--- config.mk ---
export PLATFORM = sky130hd
export DESIGN_NAME = rank_frame_sched
export DESIGN_NICKNAME = d
export VERILOG_FILES = /design/src/rtl/rank_pkg.sv /design/src/rtl/max2_track.sv /design/src/rtl/rank_frame_sched.sv
export SDC_FILE = /design/constraint.sdc
export NUM_CORES = 1
export LEC_CHECK = 0
export ABC_AREA = 1
export CORE_ASPECT_RATIO = 0.5
export CORE_MARGIN = 2
export CORE_UTILIZATION = 40
export DETAILED_ROUTE_END_ITERATION = 16
export HOLD_SLACK_MARGIN = 0.02
export PLACE_DENSITY = 0.61
export RECOVER_POWER = 100
export SYNTH_ARGS = -nofsm -noshare
export SYNTH_HDL_FRONTEND = slang
export SYNTH_SLANG_ARGS = --single-unit
--- constraint.sdc ---
create_clock -name clk -period 2.4 [get_ports clk]
set_input_delay 0.36 -clock clk [delete_from_list [all_inputs] [get_ports clk]]
set_output_delay 0.36 -clock clk [all_outputs]
set_load 0.1 [all_outputs]
--- src/rtl/rank_pkg.sv ---
// Shared types and helpers for the frame ranking scheduler.
package rank_pkg;

  typedef enum logic [1:0] {
    IDLE,
    ACCUM,
    REPORT
  } state_t;

  // Ceiling log2, usable in constant expressions for port widths.
  function automatic int unsigned clog2(input int unsigned v);
    int unsigned r;
    r = 0;
    for (int unsigned i = 0; i < 32; i++) begin
      if ((64'd1 << i) < 64'(v)) r = i + 1;
    end
    return r;
  endfunction

endpackage

--- src/rtl/max2_track.sv ---
// Running largest / second-largest tracker; duplicates rank separately.
module max2_track
  #(parameter int unsigned DATA_WIDTH = 32)
  (
    input  logic                  clk,
    input  logic                  reset,
    input  logic                  clr,
    input  logic                  load,
    input  logic                  en,
    input  logic [DATA_WIDTH-1:0] din,
    output logic [DATA_WIDTH-1:0] max,
    output logic [DATA_WIDTH-1:0] second
  );

  always_ff @(posedge clk or posedge reset) begin
    if (reset) begin
      max    <= '0;
      second <= '0;
    end else if (clr) begin
      max    <= '0;
      second <= '0;
    end else if (load) begin
      max    <= din;
      second <= '0;
    end else if (en) begin
      if (din > max) begin
        second <= max;
        max    <= din;
      end else if (din > second) begin
        second <= din;
      end
    end
  end

endmodule

--- src/rtl/rank_frame_sched.sv ---
// Frame scheduler: ranks the first MAX_LEN samples of each frame and reports
// max/second/count with short and overflow flags through a valid/ready port.
module rank_frame_sched
  import rank_pkg::*;
  #(
    parameter  int unsigned DATA_WIDTH = 32,
    parameter  int unsigned MAX_LEN    = 16,
    localparam int unsigned CW         = clog2(MAX_LEN + 1)
  )
  (
    input  logic                  clk,
    input  logic                  reset,
    input  logic                  flush,
    input  logic                  in_valid,
    output logic                  in_ready,
    input  logic [DATA_WIDTH-1:0] in_data,
    input  logic                  in_last,
    output logic                  out_valid,
    input  logic                  out_ready,
    output logic [DATA_WIDTH-1:0] out_max,
    output logic [DATA_WIDTH-1:0] out_second,
    output logic [CW-1:0]         out_count,
    output logic                  out_short,
    output logic                  out_ovf
  );

  localparam logic [CW-1:0] MAX_CNT = CW'(MAX_LEN);

  state_t                  state, state_next;
  logic [CW-1:0]           count;
  logic                    ovf;
  logic [DATA_WIDTH-1:0]   trk_max, trk_second;
  logic                    accept;
  logic                    trk_clr, trk_load, trk_en;
  logic                    cnt_clr, cnt_load, cnt_inc, ovf_set;

  assign accept = in_valid && in_ready;

  max2_track #(.DATA_WIDTH(DATA_WIDTH)) u_track (
    .clk    (clk),
    .reset  (reset),
    .clr    (trk_clr),
    .load   (trk_load),
    .en     (trk_en),
    .din    (in_data),
    .max    (trk_max),
    .second (trk_second)
  );

  always_ff @(posedge clk or posedge reset) begin
    if (reset) state <= IDLE;
    else       state <= state_next;
  end

  // Flush overrides both the input beat and the result handshake.
  always_comb begin
    state_next = state;
    trk_clr    = 1'b0;
    trk_load   = 1'b0;
    trk_en     = 1'b0;
    cnt_clr    = 1'b0;
    cnt_load   = 1'b0;
    cnt_inc    = 1'b0;
    ovf_set    = 1'b0;
    if (flush) begin
      state_next = IDLE;
      trk_clr    = 1'b1;
      cnt_clr    = 1'b1;
    end else begin
      case (state)
        IDLE: begin
          if (accept) begin
            trk_load   = 1'b1;
            cnt_load   = 1'b1;
            state_next = in_last ? REPORT : ACCUM;
          end
        end
        ACCUM: begin
          if (accept) begin
            if (count < MAX_CNT) begin
              trk_en  = 1'b1;
              cnt_inc = 1'b1;
            end else begin
              ovf_set = 1'b1;
            end
            if (in_last) state_next = REPORT;
          end
        end
        REPORT: begin
          if (out_ready) state_next = IDLE;
        end
        default: state_next = IDLE;
      endcase
    end
  end

  always_ff @(posedge clk or posedge reset) begin
    if (reset) begin
      count <= '0;
      ovf   <= 1'b0;
    end else if (cnt_clr) begin
      count <= '0;
      ovf   <= 1'b0;
    end else if (cnt_load) begin
      count <= CW'(1);
      ovf   <= 1'b0;
    end else begin
      if (cnt_inc) count <= count + CW'(1);
      if (ovf_set) ovf   <= 1'b1;
    end
  end

  assign in_ready   = (state != REPORT);
  assign out_valid  = (state == REPORT);
  assign out_max    = out_valid ? trk_max    : '0;
  assign out_second = out_valid ? trk_second : '0;
  assign out_count  = out_valid ? count      : '0;
  assign out_short  = out_valid && (count < CW'(2));
  assign out_ovf    = out_valid && ovf;

endmodule
==> impl_metrics.yaml <==
status:
  status: "finished, violations left"
  violations: "max-capacitance violations, max-slew violations"
finish:
  diodes: 0
  drive_above_1_share: 0.257
  fin_cells: 1152
  area_growth_pct: 55.0
  fin_nets: 1058
grt:
  grt_pass1_vias: 5722
  overflow: 0
  grt_pass1_wl_mm: 28.6
  antenna_found_initial: 0
  grt_usage: 0.241
  grt_max_degree: 73
power:
  p_comb_frac: 0.498
  power_w: 0.00584
  power_frac_seq: 0.261
  sw_frac_of_total: 0.430
  switchingPower_w: 0.00251
  p_leak_nw: 4.11
  peakVddDrop_uv: 388
  clockPowerShare: 0.240
  pwr_density_cell_nw_per_um2: 674
  power.internal_w: 0.00333
clock_network:
  cts-htree-levels: 3
  cts.sinks: 72
  numCtsBuffers: 9
  clk_pin_slew_worst_paths_ns: 0.06
  insertion_delay_ns: 0.34
  cts_tree: "built"
  clockRootBuffer: "clkbuf_16"
  clock_tree.buffer_depth: 2
place:
  place_ws_ns: -0.424
  dp_cells: 1129
  gp_congestion: 0.846
  hpwl_mm: 12.5
  io_buffers: 110
setup_path:
  crit_fanout: 8
  startpoint_type: "input pin"
  worstPathRequired_ns: 2.63
  endpoint_kind: "flip-flop"
  critical_path.startpoint: "in_data[20]"
  reg2reg_depth: 12
  cp.arrival_ns: 2.57
  critical_path_class: "input pin to flip-flop"
  r2r_start: "u_track.second[30]$_DFFE_PP0P_"
sta:
  max_freq_mhz: 427
  final-hold-violation-count: 0
  final.setup.worst_slack_ns: 0.0606
  timing.slew.headroom: -0.146
  finalSetupViolCount: 0
  worstMarginPinSlew_ns: 1.72
  finalSetupTns_ns: 0
  maxSlewViolCount: 73
  fin_crit_sh: 0.975
  clock_skew_ns: 0.00665
  post-route-min-period_ns: 2.34
hold_path:
  hold_path.class: "input pin to flip-flop"
  whs_path_depth: 4
  min_from: "in_data[27]"
drt:
  drtIter0Drc: 443
  num_vias: 6058
  wl_mm: 17.7
  route.detailed.drc: 0
  via_per_inst: 5.26
  wl_per_cell_um: 15.4
  drt_pass1_iterations: 5
  ant_nets: 0
logic_synthesis:
  synthCells: 804
  synth_area_leaders: "dfrtp_1 (32%), ha_1 (15%), nand2_1 (11%), nor2_1 (8.6%), nand3_1 (6.3%)"
  yosys_warnings: 0
  synth.cell_area_um2: 5600
  ys_seq_area_frac: 0.322
  postSynthAreaPerCell_um2: 6.96
  synth_top_area_share: 0.322
  ys_types: 29
  synth-seq-cells: 72
  synth_nets: 907
  synth_top_area_cell: "dfrtp_1"
floorplan:
  start_util: 0.411
  die_y_um: 87.6
  placement_rows: 30
  io_pins: 111
  fp.dieArea_um2: 15000
  chipWidth_um: 171
  coreArea_um2: 13600
job:
  max_cap_violations: 1
## power groups by stage
stage / registers [W] / clock network [W] / logic [W]
after floorplan: 0.00151 / 0 / 0.00183
final: 0.00153 / 0.00140 / 0.00291
after global placement: 0.00154 / 0 / 0.00261
after detailed placement: 0.00154 / 0 / 0.00265
after global routing: 0.00155 / 0.00148 / 0.00319
after CTS: 0.00152 / 0.00142 / 0.00272
## synth_stat cells, drive strengths merged
library cell	count
o211ai	3
o22ai	1
a21oi	62
nand4	43
inv	94
o21a	2
clkinv	1
nor2	129
o21ai	43
a21o	1
nor3	2
ha	65
dfrtp	72
nand2	166
nand3	71
or2	1
a211oi	1
nor4	1
o21bai	1
buf	31
clkbuf	14
## layout make-up
cell class                      count  area [um2]
Fill cell                        1185        4950
Sequential cell                    72        1800
Clock buffer                       10         239
Multi-Input combinational cell    593        3510
Clock inverter                      6        66.3
Tap cell                          192         240
Inverter                           95         359
Timing Repair Buffer              184        2450
## cells by family after synthesis
group / after synthesis / synth area share
flops: 72 / 0.322
simple gates: 413 / 0.319
buf+inv: 140 / 0.108
fa+ha+maj: 65 / 0.145
compound gates: 114 / 0.106
## registers in the layout, indices dropped and copies added, names as in the netlist
name	flops
count	5
ovf	1
state	2
u_track.max	32
u_track.second	32
## per-stage QoR
stage / util / hold WS (ns) / area (um2)
global placement: 0.603 / 0.494 / 8210
CTS: 0.628 / 0.450 / 8560
floorplan: - / 0.469 / 5850
global route: 0.636 / 0.474 / 8670
finish: 0.636 / 0.446 / 8670
detailed placement: 0.603 / 0.495 / 8210
## cell usage in the layout (no fill, tap or decap), types with 24 or more instances in the layout
master	n
nand2_1	152
nand4_1	43
o21ai_0	29
clkdlybuf4s50_1	24
nor2_2	41
dfrtp_1	72
ha_1	61
nand3_1	70
buf_12	69
inv_1	85
a21oi_1	59
nor2_1	79
buf_4	59
## worst max-delay path: stages
cell and delay (ns):
clkdlybuf4s50_1 0.43, buf_4 0.15, ha_1 0.27, nand4_1 0.23, nor4_4 0.40, nand2_1 0.12
nand2_2 0.13, nand2_8 0.14, clkbuf_16 0.20, nand3_1 0.08, nand2_1 0.06
## layer usage
layer	share of wire	vias to the layer above	GRT usage
li1	-	2953	-
met1	0.47	2891	0.349
met2	0.46	200	0.373
met3	0.061	14	0.0438
met4	0.0073	0	0.0562
met5	0	-	0
## path summary, 6_finish.rpt
kind | to | slack, ns
setup reg to reg | u_track.second[30]$_DFFE_PP0P_ | 0.10
hold reg to reg | u_track.second[3]$_DFFE_PP0P_ | 0.51
max in group asynchronous | ovf$_DFFE_PP0P_ | 0.43
min in group asynchronous | u_track.max[0]$_DFFE_PP0P_ | 0.94
setup / recovery | u_track.second[30]$_DFFE_PP0P_ | 0.06
hold / removal | u_track.max[27]$_DFFE_PP0P_ | 0.45
## timing repair
| item | in CTS | in global routing |
|---|---|---|
| gates resized for setup | 12 | 58 |
| endpoints found under the setup margin | 32 | 64 |
| hold buffers | 0 | 0 |
| pin swaps | 4 | 13 |
| gates cloned | 1 | 3 |
| buffers inserted | 0 | 3 |
Power figures use the tool's default switching activity.
